[src/rtl/pipe_hazard_ctrl.sv]
`default_nettype none
// ============================================================================
// Module   : pipe_hazard_ctrl
// Function : ID-stage hazard control for the 5-stage pipeline: EX/MEM shadow
//            destinations, operand forwarding selects, load-use and mul/div
//            stalls, taken-branch IF/ID flush and mul/div busy sequencing.
// Options  : HAZARD_FWD_EN - enables ALU operand forwarding; when undefined
//            every EX/MEM RAW dependence stalls instead.
// Revision : 1.0 - initial release
// ============================================================================
module pipe_hazard_ctrl #(
    parameter int MD_CYCLES = 8
) (
    input  logic       clk,
    input  logic       clrn,
    input  logic [4:0] IDrs,
    input  logic [4:0] IDrt,
    input  logic       IDuseRs,
    input  logic       IDuseRt,
    input  logic [4:0] IDwn,
    input  logic       IDwreg,
    input  logic       IDm2reg,
    input  logic       IDwmem,
    input  logic       IDisMulDiv,
    input  logic       IDuseHiLo,
    input  logic       IDbranchTaken,
    output logic       pcWe,
    output logic       ifIdWe,
    output logic       ifIdFlush,
    output logic       idExBubble,
    output logic [1:0] IDselectAlua,
    output logic [1:0] IDselectAlub,
    output logic       IDisStoreHazards,
    output logic       mdStart,
    output logic       mdBusy
);

    localparam logic [1:0] SEL_RF   = 2'b00;
    localparam logic [1:0] SEL_EX   = 2'b01;
    localparam logic [1:0] SEL_MEM  = 2'b10;
    localparam logic [1:0] SEL_LOAD = 2'b11;
    localparam logic [7:0] MD_LOAD  = 8'(MD_CYCLES - 1);

    typedef enum logic [0:0] {
        ST_RUN     = 1'b0,
        ST_MD_BUSY = 1'b1
    } md_state_t;

    logic [4:0] ex_wn;
    logic       ex_wreg;
    logic       ex_m2reg;
    logic [4:0] mem_wn;
    logic       mem_wreg;
    logic       mem_m2reg;

    logic       ex_hit_rs;
    logic       ex_hit_rt;
    logic       mem_hit_rs;
    logic       mem_hit_rt;

    logic       lu_stall;
    logic       md_stall;
    logic       stall;

    md_state_t  state;
    md_state_t  state_next;
    logic [7:0] cnt;
    logic [7:0] cnt_next;
    logic       md_start_next;

    // r0 is hard-wired zero, so a write to it can never create a dependence
    function automatic logic stage_hit(
        input logic       use_src,
        input logic [4:0] src,
        input logic       wreg,
        input logic [4:0] wn
    );
        return use_src && wreg && (wn == src) && (src != 5'd0);
    endfunction

    assign ex_hit_rs  = stage_hit(IDuseRs, IDrs, ex_wreg,  ex_wn);
    assign ex_hit_rt  = stage_hit(IDuseRt, IDrt, ex_wreg,  ex_wn);
    assign mem_hit_rs = stage_hit(IDuseRs, IDrs, mem_wreg, mem_wn);
    assign mem_hit_rt = stage_hit(IDuseRt, IDrt, mem_wreg, mem_wn);

`ifdef HAZARD_FWD_EN
    // Youngest producer wins; a load still in EX cannot forward and stalls
    function automatic logic [1:0] fwd_sel(
        input logic ex_hit,
        input logic ex_load,
        input logic mem_hit,
        input logic mem_load
    );
        if (ex_hit && !ex_load)
            return SEL_EX;
        if (mem_hit)
            return mem_load ? SEL_LOAD : SEL_MEM;
        return SEL_RF;
    endfunction

    assign lu_stall         = (ex_hit_rs || ex_hit_rt) && ex_m2reg;
    assign IDselectAlua     = fwd_sel(ex_hit_rs, ex_m2reg, mem_hit_rs, mem_m2reg);
    assign IDselectAlub     = fwd_sel(ex_hit_rt, ex_m2reg, mem_hit_rt, mem_m2reg);
    assign IDisStoreHazards = IDwmem && (IDselectAlub != SEL_RF);
`else
    logic unused_fwd;

    // No bypass network: wait until the producer reaches WB
    assign lu_stall         = ex_hit_rs || ex_hit_rt || mem_hit_rs || mem_hit_rt;
    assign IDselectAlua     = SEL_RF;
    assign IDselectAlub     = SEL_RF;
    assign IDisStoreHazards = 1'b0;
    assign unused_fwd       = ^{IDwmem, mem_m2reg, SEL_EX, SEL_MEM, SEL_LOAD};
`endif

    assign md_stall   = mdBusy && (IDisMulDiv || IDuseHiLo);
    assign stall      = lu_stall || md_stall;

    assign pcWe       = !stall;
    assign ifIdWe     = !stall;
    assign idExBubble = stall;
    assign ifIdFlush  = IDbranchTaken && !stall;

    always_ff @(posedge clk or negedge clrn) begin
        if (!clrn) begin
            ex_wn     <= 5'd0;
            ex_wreg   <= 1'b0;
            ex_m2reg  <= 1'b0;
            mem_wn    <= 5'd0;
            mem_wreg  <= 1'b0;
            mem_m2reg <= 1'b0;
        end else begin
            if (idExBubble) begin
                ex_wn    <= 5'd0;
                ex_wreg  <= 1'b0;
                ex_m2reg <= 1'b0;
            end else begin
                ex_wn    <= IDwn;
                ex_wreg  <= IDwreg;
                ex_m2reg <= IDm2reg;
            end
            mem_wn    <= ex_wn;
            mem_wreg  <= ex_wreg;
            mem_m2reg <= ex_m2reg;
        end
    end

    always_ff @(posedge clk or negedge clrn) begin
        if (!clrn) begin
            state   <= ST_RUN;
            cnt     <= 8'd0;
            mdStart <= 1'b0;
            mdBusy  <= 1'b0;
        end else begin
            state   <= state_next;
            cnt     <= cnt_next;
            mdStart <= md_start_next;
            mdBusy  <= (state_next == ST_MD_BUSY);
        end
    end

    // cnt counts the remaining busy cycles after the current one
    always_comb begin
        state_next    = state;
        cnt_next      = cnt;
        md_start_next = 1'b0;
        case (state)
            ST_RUN: begin
                if (IDisMulDiv && !stall) begin
                    state_next    = ST_MD_BUSY;
                    cnt_next      = MD_LOAD;
                    md_start_next = 1'b1;
                end
            end
            ST_MD_BUSY: begin
                if (cnt == 8'd0)
                    state_next = ST_RUN;
                else
                    cnt_next = cnt - 8'd1;
            end
            default: begin
                state_next = ST_RUN;
                cnt_next   = 8'd0;
            end
        endcase
    end

endmodule
`default_nettype wire
[config.mk]
export PLATFORM = sky130hd
export DESIGN_NAME = pipe_hazard_ctrl
export DESIGN_NICKNAME = d
export VERILOG_FILES = /design/src/rtl/pipe_hazard_ctrl.sv
export SDC_FILE = /design/constraint.sdc
export NUM_CORES = 1
export LEC_CHECK = 0
export BUFFER_PORTS_ARGS = -buffer_cell sky130_fd_sc_hd__buf_2
export CORE_ASPECT_RATIO = 0.9
export CORE_MARGIN = 2
export CORE_UTILIZATION = 40
export DETAILED_ROUTE_END_ITERATION = 12
export PLACE_DENSITY = 0.7
export SYNTH_ARGS = -nofsm -noshare
export SYNTH_HDL_FRONTEND = slang
export SYNTH_SLANG_ARGS = --single-unit
[constraint.sdc]
create_clock -name clk -period 2.6 [get_ports clk]
set_clock_uncertainty 0.1 [all_clocks]
set_input_delay 0 -clock clk [delete_from_list [all_inputs] [get_ports clk]]
set_output_delay 0 -clock clk [all_outputs]
set_load 0.05 [all_outputs]
# Word level (Yosys, flattened, before mapping)
# Cells that the tools add are included.
dict set report word_totals {
  regBits 22
  input_bits 25
  output_inout_bits 11
  word_cells 49
}
dict set report op_classes {
  addsub 1
  eq_ne 6
  muxes 9
  bitwise 1
  reduce_logical 25
}
# cell count
set ops {}
lappend ops {{$eq 5x5->1} 4}
lappend ops {{$mux 8} 2}
lappend ops {{$pmux 8 s2} 1}
lappend ops {{$logic_and 1x1->1} 15}
lappend ops {{$reduce_bool 5->1} 2}
lappend ops {{$logic_not 8->1} 1}
lappend ops {{$sub 8x1->8 const B} 1}
lappend ops {{$logic_or 1x1->1} 5}
lappend ops {{$mux 5} 1}
lappend ops {{$mux 1} 4}
lappend ops {{$ne 2x2->1 const B} 2}
lappend ops {{$pmux 1 s2} 1}
lappend ops {{$reduce_and 2->1} 1}
lappend ops {{$logic_not 1->1} 1}
lappend ops {{$not 1->1} 1}

# Logic depth before layout (Yosys ltp)
# Gate-level depths: netlist of the first run.
dict set report logic_depth {
  ltp_word 11
  ltp_mapped 8
  mapped_depth_nobuf 7
}

# Worst setup path after synthesis of the first run
# Ideal clock, no wire load.
dict set report synth_path {
  kind {flip-flop to output port}
  from {register state (netlist name)}
  to {output port ifIdFlush}
  arrival_time_ns 2.058
  required_ns 2.500
  setup_slack_ns 0.442
  path_stages_with_launch 5
  n_path_buf 1
  cell_sequence {dfrtp_1 clkbuf_1 o21a_1 a221oi_4 and2_1}
}
# item line
set synth_rtl {}
lappend synth_rtl {{to (decl)} 29} ;# output logic ifIdFlush,

# Final worst setup path of the first run
dict set report layout_path {
  from {register ex_wn[1]}
  to {output port ifIdFlush}
}
dict set report layout_between {
  elab_chain_cells 9
  elab_cells_between_ends 12
  classes_between {2 x eq/ne; 10 x reduce/logical}
}
# item line
set layout_lines {}
lappend layout_lines {{from (decl)} 49} ;# logic [4:0] ex_wn;
lappend layout_lines {{from (signal assigned)} 138} ;# ex_wn <= IDwn;
lappend layout_lines {{$eq 5x5->1} 78} ;# return use_src && wreg && (wn == src) && (src != 5'd0);
lappend layout_lines {{$logic_and 1x1->1 (2 in a row)} 78}
lappend layout_lines {{$logic_or 1x1->1 (*) (3 in a row)} 109} ;# assign lu_stall = ex_hit_rs || ex_hit_rt || mem_hit_rs || mem_hit_rt;
lappend layout_lines {{$logic_or 1x1->1 (*)} 117} ;# assign stall = lu_stall || md_stall;
lappend layout_lines {{$logic_not 1->1 (*)} 122} ;# assign ifIdFlush = IDbranchTaken && !stall;
lappend layout_lines {{$logic_and 1x1->1 (*)} 122}
# Every way passes the cells marked *; elsewhere a longest branch is shown, timed or not.

==> results of run 1 <==
## through the flow
stage	worst slack, ps	std cells	hold slack [ps]
4_1_cts	380	193	10.2
5_1_grt	254	193	20.8
6_report	365	193	18.1
2_1_floorplan	442	121	-396
3_3_place_gp	724	181	-115
3_5_place_dp	667	181	-107
## flip-flops by register name (all words and copies together) (netlist names)
name,flops
cnt,8
ex_wn,5
ex_wreg,1
mdStart,1
mem_wn,5
mem_wreg,1
state,1
## power breakdown
group          internal [µW]  leakage (µW)  switching (µW)
combinational            231      0.000331             325
clock                   85.3     0.0000210             101
sequential               446      0.000282             115
## worst max-delay path, cell delays in order, from the launching register on
cell and delay, ps:
dfrtp_1 450, xnor2_1 160, nand4_1 100, o22ai_1 180
a221oi_4 470, and2_1 200, buf_2 270
## worst max-delay path by stage
stage                         from        end  slack, ps
after detailed placement    cnt[5]     cnt[5]        670
after floorplan              state  ifIdFlush        440
after CTS                 ex_wn[1]  ifIdFlush        380
after global routing      ex_wn[1]  ifIdFlush        250
after global placement      cnt[5]     cnt[2]        720
final                     ex_wn[1]  ifIdFlush        360
## area by class of cell
class / count / share of cell area (%)
multi-input combinational: 88 / 40.8
sequential: 22 / 37.5
timing repair buffer: 36 / 15.0
tap: 40 / 3.41
clock buffer: 4 / 2.47
inverter: 3 / 0.767
## cell usage in the layout (no fill, tap or decap), drive strengths merged
| master | Yosys | layout |
|---|---|---|
| conb | 1 | 5 |
| o21ai | 6 | 6 |
| nor3 | 5 | 5 |
| dlygate4sd3 | 0 | 8 |
| nand3 | 7 | 7 |
| dfrtp | 22 | 22 |
| nor2 | 6 | 6 |
| xnor2 | 20 | 20 |
| ha | 1 | 1 |
| nand4 | 4 | 4 |
| buf | 6 | 28 |
| nor2b | 1 | 1 |
| nor3b | 1 | 1 |
| o21a | 3 | 3 |
| o31a | 3 | 3 |
| inv | 3 | 3 |
| and2 | 7 | 7 |
| o22ai | 2 | 2 |
| or4 | 3 | 3 |
| nand2 | 6 | 6 |
| clkbuf | 2 | 4 |
| a221oi | 2 | 2 |
| or2 | 2 | 2 |
| nand2b | 4 | 4 |
## layer usage
layer	vias up	GRT usage, %	share of wire (%)
li1	462	-	-
met1	454	21.3	44
met2	17	25.6	51
met3	2	2.09	3.2
met4	0	6.69	1.1
met5	-	0	0
## cells by family after synthesis
kind of cell | count (synthesis) | synth area share (%)
simple gates | 46 | 20.7
xor+xnor | 20 | 14.6
fa+ha+maj | 1 | 1.04
compound gates | 16 | 12.1
flops | 22 | 45.9
other cells | 1 | 0.313
buf+inv | 11 | 5.32
==> results.md, run 1 <==
| Result | Reported |
|---|---|
| Run status | complete, no violations |
| Largest cells by area after synthesis | dfrtp_1 (46%), xnor2_1 (15%), a221oi_4 (4.4%) |
| Filler Cells Inserted | 251 |
| Starting density of the core | 42.9% |
| Clk sink count | 22 |
| Count of flip-flops with a built-in enable after synthesis | 0 |
| Top cell type by total area after synthesis | dfrtp_1 |
| Post-route antenna net violation count | 0 |
| First-pass detailed-route iteration total | 4 |
| Depth of the most critical reg-to-reg path | 4 |
| Via count of the first global-routing pass | 916 |
| Cell area power density | 887 mW/mm² |
| Setup violators final | 0 |
| Growth of design area from synthesis to finish | 22.4% |
| Minimum clock period | 2240 ps |
| Leakage power figure | 0.000633 µW |
| Core occupancy in the finished layout | 52.6% |
| Peak supply drop | 352 µV |
| TritonCTS clock tree | yes |
| Number of buffer cells added on primary ports | 28 |
| Synth Area per Inst | 10.2 µm² |
| Vias post-DR | 935 |
| Top cells by instance count after synthesis | dfrtp_1 (22), xnor2_1 (20), and2_1 (7), nand3_1 (7) |
| Final Net Count | 180 |
| Area after detailed placement | 0.00135 mm² |
| Max-slew violation count | 0 |
| Die height | 55.9 µm |
| Sum of routed wire length over all layers | 2420 µm |
| Netlist area before placement | 0.00120 mm² |
| Number of diodes added for antenna fixing | 0 |
| Final setup TNS | 0 ps |
| Final Cycle Share | 86.0% |
| Hold Startpoint | IDuseRs |
| Clk buf depth | 2 |
| Most frequently used cell type in the post-synthesis netlist | dfrtp_1 |
| TritonCTS buffer count | 3 |
| Overall routing resource usage | 16.0% |
| Core area | 0.00279 mm² |
| Non-Filler Cell Area, Final | 0.00147 mm² |
| Weighted congestion at the end of routability-driven global placement | 0.802 |
| Number of cells on the worst hold path | 3 |
| Worst reg-to-reg setup slack | 640 ps |
| Startpoint of the most critical register-to-register path | cnt[5] |
| H-Tree Depth | 1 |
| PnR Total Power | 1300 µW |
| Largest net degree at the start of global routing | 23 |
| Post-synthesis cell type count | 26 |
| Seq/Total Area, Yosys | 45.9% |
| Fin. Hold Viols | 0 |
| Grt total ovfl | 0 |
| Hold Path Class | primary input to flop |
| Post-CTS setup buffer count | 0 |
| Maximum clock frequency | 447 MHz |
| Arrival time worst endpoint | 2140 ps |
| Gate Count Post-Synth | 117 |
| Required time at the worst-slack endpoint | 2500 ps |
| Yosys top cell area share | 45.9% |
| Multi-input logic area | 599 µm² |
| Latest clock arrival within the worst-skew pair | 300 ps |
| Primary FF master, synth | dfrtp_1 |
| Share of async-settable or async-resettable flops after synthesis | 100% |
| Area occupied by registers | 551 µm² |
| Antenna violations before repair | 0 |
| Die Span X | 61.7 µm |
| Quantity of gates resized following cts | 0 |
| Kind of end point of the critical path | primary output |
| Die area | 0.00345 mm² |
| Via-to-Cell Ratio | 4.84 |
| Max capacitance violation total | 0 |
| FP Rows | 18 |
| Yosys warning count | 0 |
| Final routed DRC violation total | 0 |
| Clock-pin slew of the registers on the worst-case setup and hold paths | 120 ps |
| Worst Hold Endpoint | mdStart |
| DR iter-0 viols | 36 |
| Synth Register Bits | 22 |
| I/O Pins | 36 |
| Reg2Reg Capture Point | cnt[5] |
| Detailed placer's ending HPWL | 1770 µm |
| CP Launch Type | flop |
| Wire length of the first global-routing pass | 4130 µm |
| Mean routed wirelength per cell | 12.5 µm |
| WS Path Type | flop to primary output |
| Setup repair after global routing missed its margin | no |
| CP Max Fanout | 10 |
| Fraction of layout cells with a size suffix above 1 | 23.5% |
| Cell at the root of the clock tree | clkbuf_4 |
| Post-cts hold buffer count | 8 |
No activity file was read; power rests on OpenSTA's default activity.
==> run 2: changes to the inputs <==
==> constraint.sdc (replaced) <==
create_clock -name clk -period 2.25 [get_ports clk]
set_clock_uncertainty 0.1 [all_clocks]
set_input_delay 0 -clock clk [delete_from_list [all_inputs] [get_ports clk]]
set_output_delay 0 -clock clk [all_outputs]
set_load 0.05 [all_outputs]
==> results.md, run 2 (synthesis results as in run 1) <==
| Result | Reported |
|---|---|
| WS Path Type | flop to flop |
| Reg2Reg Capture Point | mdStart |
| FP Rows | 18 |
| Worst path slowest cell | dlygate4sd3_1 |
| Startpoint of the most critical register-to-register path | ex_wn[1] |
| Overall routing resource usage | 14.8% |
| Max capacitance violation total | 0 |
| Vias post-DR | 946 |
| Wire length of the first global-routing pass | 3820 µm |
| Placement Setup Slack | 336 ps |
| Number of buffer cells added on primary ports | 28 |
| Final setup TNS | 0 ps |
| Start point of the critical path | ex_wn[1] |
| Final Net Count | 182 |
| Peak supply drop | 533 µV |
| Largest registers | cnt: 8 flops, ex_wn: 5 flops, mem_wn: 5 flops |
| Leading cell type in the layout, fill and taps excluded | buf_2 |
| DR iter-0 viols | 13 |
| Post-route antenna net violation count | 0 |
| TritonCTS buffer count | 3 |
| Leakage power figure | 0.000652 µW |
| Latest clock arrival within the worst-skew pair | 310 ps |
| Maximum clock frequency | 473 MHz |
| Grt total ovfl | 0 |
| Detailed placer's ending HPWL | 1680 µm |
| Cell at the root of the clock tree | clkbuf_4 |
| Setup repair after global routing missed its margin | no |
| Core area | 0.00279 mm² |
| Clk buf depth | 2 |
| Final critical-path setup slack | 134 ps |
| Largest net degree at the start of global routing | 23 |
| Setup violators final | 0 |
| Cell area power density | 1060 mW/mm² |
| Sequential power share | 40.5% |
| Number of placed instances with taps included | 181 |
| Hold Path Class | primary input to flop |
| Worst reg-to-reg setup slack | 130 ps |
| Most frequent cells in the layout | buf_2 (27), dfrtp_1 (22), xnor2_1 (20) |
| Number of diodes added for antenna fixing | 0 |
| Post-route non-filler standard cell count | 195 |
| Growth of design area from synthesis to finish | 26.0% |
| Die height | 55.9 µm |
| Critical path's largest stage delay | 610 ps |
| Starting density of the core | 42.9% |
| Minimum clock period | 2120 ps |
| Mean routed wirelength per cell | 11.8 µm |
| CP Max Fanout | 10 |
| Filler Cells Inserted | 269 |
| Kind of end point of the critical path | flop |
| PnR Total Power | 1600 µW |
| Die area | 0.00345 mm² |
| Max-slew violation count | 0 |
| Required time at the worst-slack endpoint | 2410 ps |
| H-Tree Depth | 1 |
| Final routed DRC violation total | 0 |
| Clk sink count | 22 |
| CP Launch Type | flop |
| Max FFs per register | 8 |
| Final Cycle Share | 94.0% |
| Worst setup path endpoint | mdStart |
| Arrival time worst endpoint | 2270 ps |
| Via count of the first global-routing pass | 898 |
| Cells traversed along the worst timing path | xnor2_1 -> nand4_1 -> o22ai_2 -> a221oi_4 -> dlygate4sd3_1 |
| Fin. Hold Viols | 0 |
| Via-to-Cell Ratio | 4.85 |
| Internal portion of total power | 975 µW |
| Part of the total power dissipated in combinational logic | 40.7% |
| Die Span X | 61.7 µm |
| Sw Pwr | 622 µW |
| Clk network pwr share | 18.8% |
| I/O Pins | 36 |
| Antenna violations before repair | 0 |
| Clock-pin slew of the registers on the worst-case setup and hold paths | 130 ps |
| Weighted congestion at the end of routability-driven global placement | 0.805 |
| Sum of routed wire length over all layers | 2310 µm |
| Run status | complete, no violations |
| Fraction of layout cells with a size suffix above 1 | 24.5% |
| Depth of the most critical reg-to-reg path | 5 |
| Sw Share | 38.9% |
| Register name with the most flops | cnt |
| First-pass detailed-route iteration total | 4 |
| TritonCTS clock tree | yes |
run 2: changes by cell type in the layout (fill, tap and decap cells not counted):
| cell | change |
|---|---|
| buf_4 | +1 |
| buf_2 | -1 |
| bufinv_16 | +1 |
| dlygate4sd3_1 | +1 |
| clkbuf_8 | -1 |
| clkbuf_4 | +1 |
| o22ai_1 | -1 |
| o22ai_2 | +1 |
run 2: power by group through the flow:
stage,sequential [µW],clock [µW],combinational [µW]
floorplan,650,0,497
global placement,647,0,603
detailed placement,654,0,626
CTS,646,309,643
global route,673,321,726
finish,646,300,650
run 2: cell type report:
cell class              count  area [µm²]  share of cell area (%)
repair buffers             38         240                    15.9
clock inverters             1        30.0                    1.99
inverters                   3        11.3                   0.746
multi-input cells          88         606                    40.1
well taps                  40        50.0                    3.31
flip-flops and latches     22         551                    36.5
clock buffers               3        22.5                    1.49
run 2: per-layer routing:
layer / share of wire, % / global-route usage, % / vias up
met5: 0 / 0 / -
met2: 48 / 22.4 / 27
met4: 2.7 / 8.51 / 0
li1: - / - / 464
met1: 44 / 19.6 / 449
met3: 5.2 / 2.33 / 6
run 2: how the worst min path moves through the flow:
stage | depth (start not counted) | endpoint | slack (ps) | start
2_1_floorplan | 0 | cnt[0] | -400 | clrn
3_3_place_gp | 1 | ex_wn[2] | -110 | clrn
3_5_place_dp | 1 | ex_wn[0] | -110 | clrn
4_1_cts | 2 | ex_wn[1] | 70 | clrn
5_1_grt | 4 | ex_wn[2] | 80 | IDuseHiLo
6_report | 4 | ex_wn[4] | 90 | IDuseHiLo
run 2: critical path: cells and delay by family, from the launching register on:
family | cells | cell delay (ps)
AO/OA/AOI/OAI | 2 | 650
buffers and inverters | 1 | 610
flip-flops | 1 | 450
XOR/XNOR | 1 | 150
AND/OR/NAND/NOR | 1 | 100
run 2: metrics by stage:
step           utilization, %  hold WS, ps  cell area (µm²)
6_report                 54.1         86.0             1510
5_1_grt                  54.1         84.0             1510
4_1_cts                  53.5         74.9             1490
3_5_place_dp             48.4         -107             1350
3_3_place_gp             48.4         -114             1350
2_1_floorplan               -         -396             1210
run 2: what timing repair did:
| item | CTS | global route |
|---|---|---|
| buffers inserted | 0 | 1 |
| resized for setup | 0 | 2 |
| endpoints found under the setup margin | 0 | 2 |
| hold endpoints to repair | 29 | 0 |
| hold buffers | 9 | 0 |
==> run 3: changes to the inputs <==
--- a/config.mk
+++ b/config.mk
@@ -11,6 +11,7 @@
 export CORE_UTILIZATION = 40
 export DETAILED_ROUTE_END_ITERATION = 12
 export PLACE_DENSITY = 0.7
+export SLEW_MARGIN = 20
 export SYNTH_ARGS = -nofsm -noshare
 export SYNTH_HDL_FRONTEND = slang
 export SYNTH_SLANG_ARGS = --single-unit
==> constraint.sdc (replaced) <==
create_clock -name clk -period 2.4 [get_ports clk]
set_clock_uncertainty 0.1 [all_clocks]
set_input_delay 0 -clock clk [delete_from_list [all_inputs] [get_ports clk]]
set_output_delay 0 -clock clk [all_outputs]
set_load 0.05 [all_outputs]
==> results.md, run 3 (synthesis results as in run 1) <==
| Result | Reported |
|---|---|
| Peak supply drop | 398 µV |
| Minimum clock period | 2170 ps |
| Worst path bufs/invs | 1 |
| Die Span X | 61.7 µm |
| Cells traversed along the worst timing path | xnor2_1 -> nand4_1 -> o22ai_1 -> a221oi_4 -> and2_1 -> buf_2 |
| Overall routing resource usage | 15.4% |
| Final critical-path setup slack | 229 ps |
| TritonCTS clock tree | yes |
| Worst path slowest cell | a221oi_4 |
| Crit path max-delay family | compound AO/OA/AOI/OAI gates |
| Required time at the worst-slack endpoint | 2300 ps |
| CP Launch Type | flop |
| Vias post-DR | 932 |
| Cell area power density | 956 mW/mm² |
| Number of buffer cells added on primary ports | 28 |
| Final Net Count | 180 |
| Max capacitance violation total | 0 |
| Placement Setup Slack | 485 ps |
| Clock-pin slew of the registers on the worst-case setup and hold paths | 120 ps |
| Core area | 0.00279 mm² |
| Die height | 55.9 µm |
| Fin. Hold Viols | 0 |
| Clk sink count | 22 |
| Critical path's largest stage delay | 460 ps |
| Setup violators final | 0 |
| Cell at the root of the clock tree | clkbuf_4 |
| Arrival time worst endpoint | 2070 ps |
| Via count of the first global-routing pass | 866 |
| Sum of routed wire length over all layers | 2290 µm |
| DR iter-0 viols | 16 |
| FP Rows | 18 |
| Largest registers | cnt: 8 flops, ex_wn: 5 flops, mem_wn: 5 flops |
| Kind of end point of the critical path | primary output |
| Leading cell type in the layout, fill and taps excluded | buf_2 |
| Largest net degree at the start of global routing | 23 |
| TritonCTS buffer count | 3 |
| Maximum clock frequency | 461 MHz |
| Starting density of the core | 42.9% |
| Latest clock arrival within the worst-skew pair | 310 ps |
| Quantity of gates resized following cts | 0 |
| Via-to-Cell Ratio | 4.83 |
| Post-route antenna net violation count | 0 |
| Final routed DRC violation total | 0 |
| Most frequent cells in the layout | buf_2 (28), dfrtp_1 (22), xnor2_1 (20) |
| CP Max Fanout | 10 |
| Fraction of layout cells with a size suffix above 1 | 23.5% |
| I/O Pins | 36 |
| WS Path Type | flop to primary output |
| Leakage power figure | 0.000633 µW |
| H-Tree Depth | 1 |
| Final Cycle Share | 90.5% |
| Die area | 0.00345 mm² |
| Antenna violations before repair | 0 |
| First-pass detailed-route iteration total | 4 |
| Grt total ovfl | 0 |
| Wire length of the first global-routing pass | 3950 µm |
| Detailed placer's ending HPWL | 1740 µm |
| Growth of design area from synthesis to finish | 22.4% |
| Max-slew violation count | 0 |
| Mean routed wirelength per cell | 11.9 µm |
| Weighted congestion at the end of routability-driven global placement | 0.804 |
| Setup repair after global routing missed its margin | no |
| Final setup TNS | 0 ps |
| Register name with the most flops | cnt |
| Run status | complete, no violations |
| Hold Path Class | primary input to flop |
| Clk buf depth | 2 |
| Max FFs per register | 8 |
| Number of diodes added for antenna fixing | 0 |
-- run 3: what timing repair did --
item,4_1_cts,5_1_grt
endpoints found under the hold margin,29,0
setup buffers,0,0
hold buffers,8,0
-- run 3: area by class of cell --
cell class / instances / area, µm²
flip-flops and latches: 22 / 551
well taps: 40 / 50.0
clock buffers: 4 / 36.3
inverters: 3 / 11.3
multi-input cells: 88 / 599
fillers: 263 / 1330
repair buffers: 36 / 220
-- run 3: path summary, 6_finish.rpt --
| path | startpoint | end | slack [ps] | cells past startpoint |
|---|---|---|---|---|
| worst max register to register | cnt[5] | cnt[2] | 470 | 3 |
| min in group asynchronous | clrn | ex_wreg | 70 | 2 |
| max in group asynchronous | clrn | mem_wn[4] | 1820 | 2 |
| worst max-delay path | ex_wn[1] | ifIdFlush | 230 | 6 |
| worst min register to register | ex_wreg | mem_wreg | 340 | 0 |
| worst min-delay path | IDuseRs | mdStart | 10 | 3 |
-- run 3: power by group --
part | switching, µW | internal, µW | leakage, µW | total, µW
sequential | 122 | 483 | 0.000282 | 605
clock | 111 | 92.7 | 0.0000210 | 203
combinational | 345 | 249 | 0.000331 | 594
total | 578 | 825 | 0.000633 | 1400
-- run 3: layer usage --
metal / GRT usage (%) / share of wire (%) / up-vias
met5: 0 / 0 / -
met4: 7.29 / 2.3 / 0
met3: 2.79 / 5.4 / 6
met2: 23.2 / 48 / 32
met1: 21.1 / 44 / 431
li1: - / - / 463
-- run 3: worst min-delay path, delay by kind of cell --
kind                   cells  cell delay (ps)
buffers and inverters      1               80
AOI/OAI and AO/OA          2              300
-- run 3: per-stage QoR --
step	std cells	power [µW]	cell area, µm²	hold slack, ps	util, %
CTS	193	1420	1470	1.72	52.6
global placement	181	1170	1350	-115	48.4
finish	193	1400	1470	10.9	52.6
detailed placement	181	1200	1350	-109	48.4
global route	193	1520	1470	20.3	52.6
floorplan	121	1080	1210	-396	-
